File: src/rtl/control_partida.sv
// Match sequencer for the two-player LED game: paces countdown, play and result
// display on a slow tick, keeps both scores and latches the match winner.
module control_partida #(
    parameter int PUNTOS_GANAR   = 3,
    parameter int ANCHO          = 2,
    parameter int CICLOS_CUENTA  = 3,
    parameter int CICLOS_MUESTRA = 2
) (
    input  logic             clk,
    input  logic             resetTotal,
    input  logic             tick,
    input  logic             inicio,
    input  logic             Apagar,
    input  logic             GanadorA,
    input  logic             GanadorB,
    output logic             resetContador,
    output logic             habilitarJuego,
    output logic [ANCHO-1:0] marcadorA,
    output logic [ANCHO-1:0] marcadorB,
    output logic             partidaA,
    output logic             partidaB,
    output logic [2:0]       estado
);

    localparam logic [2:0] APAGADO = 3'd0;
    localparam logic [2:0] ESPERA  = 3'd1;
    localparam logic [2:0] CUENTA  = 3'd2;
    localparam logic [2:0] JUEGO   = 3'd3;
    localparam logic [2:0] PUNTO   = 3'd4;
    localparam logic [2:0] FIN     = 3'd5;

    localparam logic [ANCHO-1:0] META      = ANCHO'(PUNTOS_GANAR);
    localparam logic [ANCHO-1:0] UNO       = ANCHO'(1);
    localparam logic [7:0]       T_CUENTA  = 8'(CICLOS_CUENTA);
    localparam logic [7:0]       T_MUESTRA = 8'(CICLOS_MUESTRA);

    logic [2:0]       state, state_next;
    logic [7:0]       timer, timer_next;
    logic [ANCHO-1:0] marcador_a_next, marcador_b_next;
    logic             partida_a_next, partida_b_next;

    always_ff @(posedge clk or posedge resetTotal) begin
        if (resetTotal) begin
            state     <= ESPERA;
            timer     <= 8'd0;
            marcadorA <= '0;
            marcadorB <= '0;
            partidaA  <= 1'b0;
            partidaB  <= 1'b0;
        end else begin
            state     <= state_next;
            timer     <= timer_next;
            marcadorA <= marcador_a_next;
            marcadorB <= marcador_b_next;
            partidaA  <= partida_a_next;
            partidaB  <= partida_b_next;
        end
    end

    // Timer stops at 1: the expiring tick changes state instead of decrementing.
    always_comb begin
        state_next      = state;
        timer_next      = timer;
        marcador_a_next = marcadorA;
        marcador_b_next = marcadorB;
        partida_a_next  = partidaA;
        partida_b_next  = partidaB;
        if (Apagar) begin
            state_next      = APAGADO;
            marcador_a_next = '0;
            marcador_b_next = '0;
            partida_a_next  = 1'b0;
            partida_b_next  = 1'b0;
        end else begin
            case (state)
                APAGADO: state_next = ESPERA;
                ESPERA, FIN: begin
                    if (inicio) begin
                        state_next      = CUENTA;
                        timer_next      = T_CUENTA;
                        marcador_a_next = '0;
                        marcador_b_next = '0;
                        partida_a_next  = 1'b0;
                        partida_b_next  = 1'b0;
                    end
                end
                CUENTA: begin
                    if (tick) begin
                        if (timer <= 8'd1) state_next = JUEGO;
                        else               timer_next = timer - 8'd1;
                    end
                end
                JUEGO: begin
                    if (GanadorA || GanadorB) begin
                        state_next = PUNTO;
                        timer_next = T_MUESTRA;
                        if (GanadorA && !GanadorB) marcador_a_next = marcadorA + UNO;
                        if (GanadorB && !GanadorA) marcador_b_next = marcadorB + UNO;
                    end
                end
                PUNTO: begin
                    if (tick) begin
                        if (timer <= 8'd1) begin
                            if (marcadorA == META) begin
                                state_next     = FIN;
                                partida_a_next = 1'b1;
                            end else if (marcadorB == META) begin
                                state_next     = FIN;
                                partida_b_next = 1'b1;
                            end else begin
                                state_next = CUENTA;
                                timer_next = T_CUENTA;
                            end
                        end else begin
                            timer_next = timer - 8'd1;
                        end
                    end
                end
                default: state_next = ESPERA;
            endcase
        end
    end

    // Counter runs only in JUEGO; in PUNTO it is frozen (not reset) to keep the result visible.
    always_comb begin
        resetContador  = 1'b1;
        habilitarJuego = 1'b0;
        case (state)
            JUEGO: begin
                resetContador  = 1'b0;
                habilitarJuego = 1'b1;
            end
            PUNTO:   resetContador = 1'b0;
            default: ;
        endcase
    end

    assign estado = state;

endmodule

File: config.mk
export PLATFORM = sky130hd
export DESIGN_NAME = control_partida
export DESIGN_NICKNAME = d
export VERILOG_FILES = /design/src/rtl/control_partida.sv
export SDC_FILE = /design/constraint.sdc
export NUM_CORES = 1
export LEC_CHECK = 0
export CAP_MARGIN = 20
export CORE_MARGIN = 10
export CORE_UTILIZATION = 40
export CTS_CLUSTER_DIAMETER = 40
export DETAILED_ROUTE_END_ITERATION = 10
export HOLD_SLACK_MARGIN = 0.03
export PLACE_DENSITY_LB_ADDON = 0.08
export SLEW_MARGIN = 20
export SYNTH_ARGS = -nofsm -noshare
export SYNTH_HDL_FRONTEND = slang
export SYNTH_SLANG_ARGS = --single-unit
export TNS_END_PERCENT = 5
File: constraint.sdc
create_clock -name clk -period 2.34 [get_ports clk]
set_input_delay 0.351 -clock clk [delete_from_list [all_inputs] [get_ports clk]]
set_output_delay 0.351 -clock clk [all_outputs]
set_load 0.005 [all_outputs]
# Yosys cells after proc, flatten, opt, wreduce, memory -nomap -nowiden

Index checks and enable logic that the tools add are counted.

Input port bits: 7
Output and inout port bits: 11
Logic and storage cells: 94
Flip-flop bits (word level): 17

Magnitude comparators: 1
Add/subtract/negate cells: 3
Bitwise gates (word level): 1
Multiplexer cells: 42
Equal/unequal tests: 25
Reduce and logical (&&, ||, !) cells: 16

Operator list:

| operator              | number |
|---|---|
| $mux W8               | 8 |
| $ne A3 B3 Y1 const B  | 13 |
| $pmux W8 S4           | 1 |
| $mux W3               | 9 |
| $mux W2               | 7 |
| $mux W1               | 12 |
| $pmux W3 S4           | 1 |
| $reduce_and A6 Y1     | 2 |
| $ne A2 B2 Y1 const B  | 5 |
| $reduce_and A9 Y1     | 1 |
| $le A8 B1 Y1 const B  | 1 |
| $pmux W2 S2           | 2 |
| $reduce_and A4 Y1     | 2 |
| $sub A8 B1 Y8 const B | 1 |
| $eq A3 B2 Y1 const B  | 2 |
| $eq A3 B3 Y1 const B  | 2 |
| $reduce_bool A3 Y1    | 2 |
| $reduce_and A5 Y1     | 1 |
| $add A2 B1 Y2 const B | 2 |
| $eq A2 B2 Y1 const B  | 2 |
| $pmux W1 S2           | 2 |
| $reduce_bool A4 Y1    | 1 |
| $reduce_or A2 Y1      | 2 |
| $eq A3 B1 Y1 const B  | 1 |
| other kinds (4)       | 6 |

# Logic depth before layout (Yosys ltp)

Depth in word-level cells: 7
Gate-level depth with buffers: 7
Gate-level depth less buffers: 7

# Worst setup path before layout

OpenSTA, ideal clock, no wires.

Kind: register -> register
Start: register marcadorB[0]
End: register timer[5]
Period minus slack after synthesis: 1921 ps
Required time: 2253 ps
Arrival time: 1834 ps
Slack: 419 ps
Stages on the path, launching flop included: 7
Library setup time: 87 ps
Cell sequence: dfrtp_1 -> ha_1 -> or2_2 -> a21oi_1 -> o311ai_2 -> or4_1 -> o211ai_1

Longest elaborated chain between the ends: 3

RTL lines:

| element                     | RTL line | text |
|---|---|---|
| from (decl)                 | 19       | `output logic [ANCHO-1:0] marcadorB,` |
| from (signal assigned)      | 54       | `marcadorB <= marcador_b_next;` |
| $eq A2 B2 Y1                | 107      | `end else if (marcadorB == META) begin` |
| $ne A3 B3 Y1 (no line)      | -        |  |
| $reduce_and A9 Y1 (no line) | -        |  |
| to (signal assigned)        | 52       | `timer <= timer_next;` |
| to (decl)                   | 38       | `logic [7:0] timer, timer_next;` |

Every way passes these cells.
A chain may end at the register's enable or synchronous reset.

# Final worst setup path

Start: register state[1], in the netlist estado[1]
End: output resetContador

Longest elaborated chain between the ends: 3

RTL lines:

| element                                      | RTL line | text |
|---|---|---|
| from (decl)                                  | 37       | `logic [2:0] state, state_next;` |
| from (signal assigned)                       | 51       | `state <= state_next;` |
| $eq A3 B3 Y1 or $eq A3 B2 Y1 (tied branches) | 128      | `case (state)` |
| $reduce_or A2 Y1 (no line) *                 | -        |  |
| $mux W1 *                                    | 128      |  |
| to (decl)                                    | 16       | `output logic resetContador,` |

Every way passes the cells marked *; elsewhere a longest branch is shown, timed or not.

==> flow_summary_export.csv <==
group,metric,value,unit
run_status,status,"complete, no violations",
timing,setup_viol,0,
die,die_height,73.4,um
die,start_util,41.7,%
critical_path,cpPeakStageDelay,0.51,ns
timing,finClkSkew,0.00219,ns
power_and_ir_drop,p_per_area,862,nW/um^2
yosys,yosys_warnings,0,
timing,setup_ws,0.140,ns
critical_path,start_kind,"flop",
clock_network,cts_max_level,1,
timing,relSlewSlack,55.9,%
die,io_pins,18,
critical_path,cpLargestDelayFamily,"buffers and inverters",
placement,dp_hpwl,2.02,mm
timing,fmax,0.455,GHz
timing,period_share,94.0,%
flow_run,max_cap_viol_count,0,
finish,drive_gt1_share,13.6,%
finish,area_delta_synth_final,22.2,%
grt,antenna_found_initial,0,
timing,drv_slew,0,
timing,layout_min_cycle_time,2.20,ns
detailed_routing,drc,0,
power_and_ir_drop,clkPwrFrac,13.7,%
finish,fill_cells,257,
die,dieArea,5380,sq um
clock_network,cts_tree,"done",
grt,overflow,0,
detailed_routing,vias,975,
finish,regArea,429,sq um
clock_network,cts_made_buffers,3,
clock_network,clkLatencyLatePin,0.30,ns
power_and_ir_drop,ir_worst_vdd,0.852,mV
detailed_routing,vias_per_cell,5.48,
clock_network,cts_hold_buf,0,
timing,final_hold_viol_count,0,
critical_path,worstPathCellList,"and2b_1 -> nand2_1 -> inv_1 -> nor2_1 -> clkdlybuf4s50_1",
yosys,syn_nets,136,
finish,layout.cells.non_filler,178,
detailed_routing,drt-pass1-iter-count,4,
yosys,synth_edf_count,0,
detailed_routing,drtIter0Drc,19,
detailed_routing,wl_per_cell,14.8,um
yosys,yosysUniqueCellTypes,48,
clock_network,cts_sinks,17,
critical_path,cp_data_required_time,1.99,ns
critical_path,worstSetupEndpointType,"output pin",
finish,multi_input_area,648,sq um
power_and_ir_drop,internal-power,689,uW
clock_network,clkTransAtPathRegs,0.11,ns
critical_path,slowest_stage,"clkdlybuf4s50_1",
critical_path,crit_fanout,10,
placement,dp_cells,171,
min_path,min_path_type,"primary input to async pin",
yosys,async_reset_ff_share,100,%
yosys,synth_area,1140,sq um
critical_path,rrSetupSlack,0.32,ns
critical_path,r2r-start,"marcadorB[0]",
grt,grt_pass1_vias,886,
critical_path,r2r_cells,6,
grt,grt_pass1_wl,4.34,mm
power_and_ir_drop,seqPwrFrac,37.4,%
timing,worst_hold_slack,0.432,ns
critical_path,path_class,"flop to output pin",
yosys,netlist_instances,125,
power_and_ir_drop,comb_power_share,48.8,%
die,rows,19,
yosys,ys_seq_elements,17,
detailed_routing,postRouteAntennaNets,0,
critical_path,reg2reg_to,"timer[5]",
die,core_area,2730,sq um
grt,grt_max_degree,18,
placement,dpl_cell_area,1340,sq um
finish,final_nets,159,
finish,n_antenna_cell,0,
critical_path,cp.buffers_inverters,2,
placement,finalWeightedCongestion,0.820,
finish,design_area,1390,sq um
power_and_ir_drop,power.switching,511,uW
timing,rsz0062_at_grt,"no",
grt,grt_usage,9.93,%
power_and_ir_drop,swShare,42.6,%
clock_network,cts_root_buffer,"clkbuf_4",
detailed_routing,drt_wl_total,2.63,mm
yosys,ys.flop_type,"dfrtp_1",
yosys,synth-seq-area-share,37.4,%
timing,setup_tns,0,ns
critical_path,worstPathArrival,1.85,ns
placement,numPortBuffers,17,
placement,pre_cts_slack,0.219,ns
timing,worst_pin_slew,0.660,ns
clock_network,cts_buffer_depth,2,
power_and_ir_drop,cellLeakagePower,0.584,nW
die,fp.dieW,73.4,um
yosys,avgSynthCellArea,9.12,sq um
[logic make-up after synthesis]
group | Yosys count | share of synthesized area, %
adders and majority gates | 4 | 4.39
buffers and inverters | 15 | 5.71
AOI/OAI and AO/OA | 40 | 27.6
muxes | 2 | 1.76
DFF | 17 | 37.4
and+or+nand+nor | 47 | 23.2
[power groups by stage]
stage	Sequential, mW	Clock, mW	Combinational, mW
floorplan	0.404	0	0.444
global placement	0.464	0	0.533
detailed placement	0.466	0	0.536
CTS	0.462	0.174	0.539
global route	0.465	0.181	0.658
finish	0.449	0.165	0.586
[how the worst max path moves through the flow]
stage	from	end	slack, ns	cells after the start
after floorplan	marcadorB[0]	timer[5]	0.42	6
after global placement	inicio	timer[5]	0.25	6
after detailed placement	inicio	timer[5]	0.22	6
after CTS	estado[1]	resetContador	0.06	5
after global routing	estado[1]	resetContador	0.05	5
final	estado[1]	resetContador	0.14	5
[stage by stage]
| stage | power, mW | util [%] |
|---|---|---|
| floorplan | 0.849 | - |
| global placement | 0.997 | 49.0 |
| detailed placement | 1.00 | 49.0 |
| CTS | 1.18 | 50.1 |
| global route | 1.30 | 50.9 |
| finish | 1.20 | 50.9 |
[placed cells by master, fill, tap and decap left out, drive strengths merged, types with 2 or more instances in the layout]
master and n:
a31oi 2, o2bb2ai 2, inv 11, clkbuf 3, ha 4, o21ai 10
or2 3, nand2b 3, clkdlybuf4s50 17, a22o 3, dfrtp 16, buf 5
or3 3, nand4 2, o22ai 2, nor4 2, nor2 13, a21oi 8
nor3 3, mux2i 2, nand2 9, nor2b 2
[worst register-to-register path: stages (launching register included)]
cell	delay [ns]
dfrtp_1	0.42
ha_1	0.24
or2_2	0.30
a21oi_1	0.23
o311ai_2	0.14
or4_1	0.52
o211ai_1	0.09
[per-layer routing]
metal | part of all wire, % | GRT usage [%] | wire (um)
met5 | 0 | 0 | 0
met2 | 45 | 15.1 | 1190
met1 | 48 | 13.4 | 1270
met3 | 5.6 | 3.63 | 148
met4 | 0.53 | 1.24 | 14
[synth_stat cells (all sizes together) (2+ instances only)]
cell / n / area [sq um]
inv: 11 / 41.3
a31oi: 2 / 12.5
mux2i: 2 / 20.0
o21ai: 10 / 53.8
buf: 2 / 16.3
nor2b: 2 / 12.5
ha: 4 / 50.1
nand2b: 3 / 18.8
o2bb2ai: 2 / 17.5
a21oi: 8 / 43.8
dfrtp: 16 / 400
nand4: 2 / 12.5
nor4: 2 / 27.5
nor2: 13 / 48.8
o22ai: 2 / 12.5
or3: 3 / 18.8
nor3: 3 / 15.0
or2: 3 / 18.8
nand2: 9 / 33.8
a22o: 3 / 26.3
clkbuf: 2 / 7.51
[area by class of cell]
class,instances,share of cell area (%)
Multi-Input combinational cell,93,46.5
Sequential cell,17,30.8
Timing Repair Buffer,22,14.9
Inverter,11,2.96
Tap cell,31,2.79
Clock buffer,3,1.62
Clock inverter,1,0.359
[flip-flops by register name, indices dropped and copies added (netlist names)]
register	flops
timer	8
estado	3
marcadorA	2
marcadorB	2
partidaA	1
partidaB	1
[what timing repair did]
item | 4_1_cts | 5_1_grt
gates resized for setup | 1 | 1
endpoints found under the setup margin | 2 | 1
buffers inserted | 0 | 3
(Power assumes the default switching activity.)
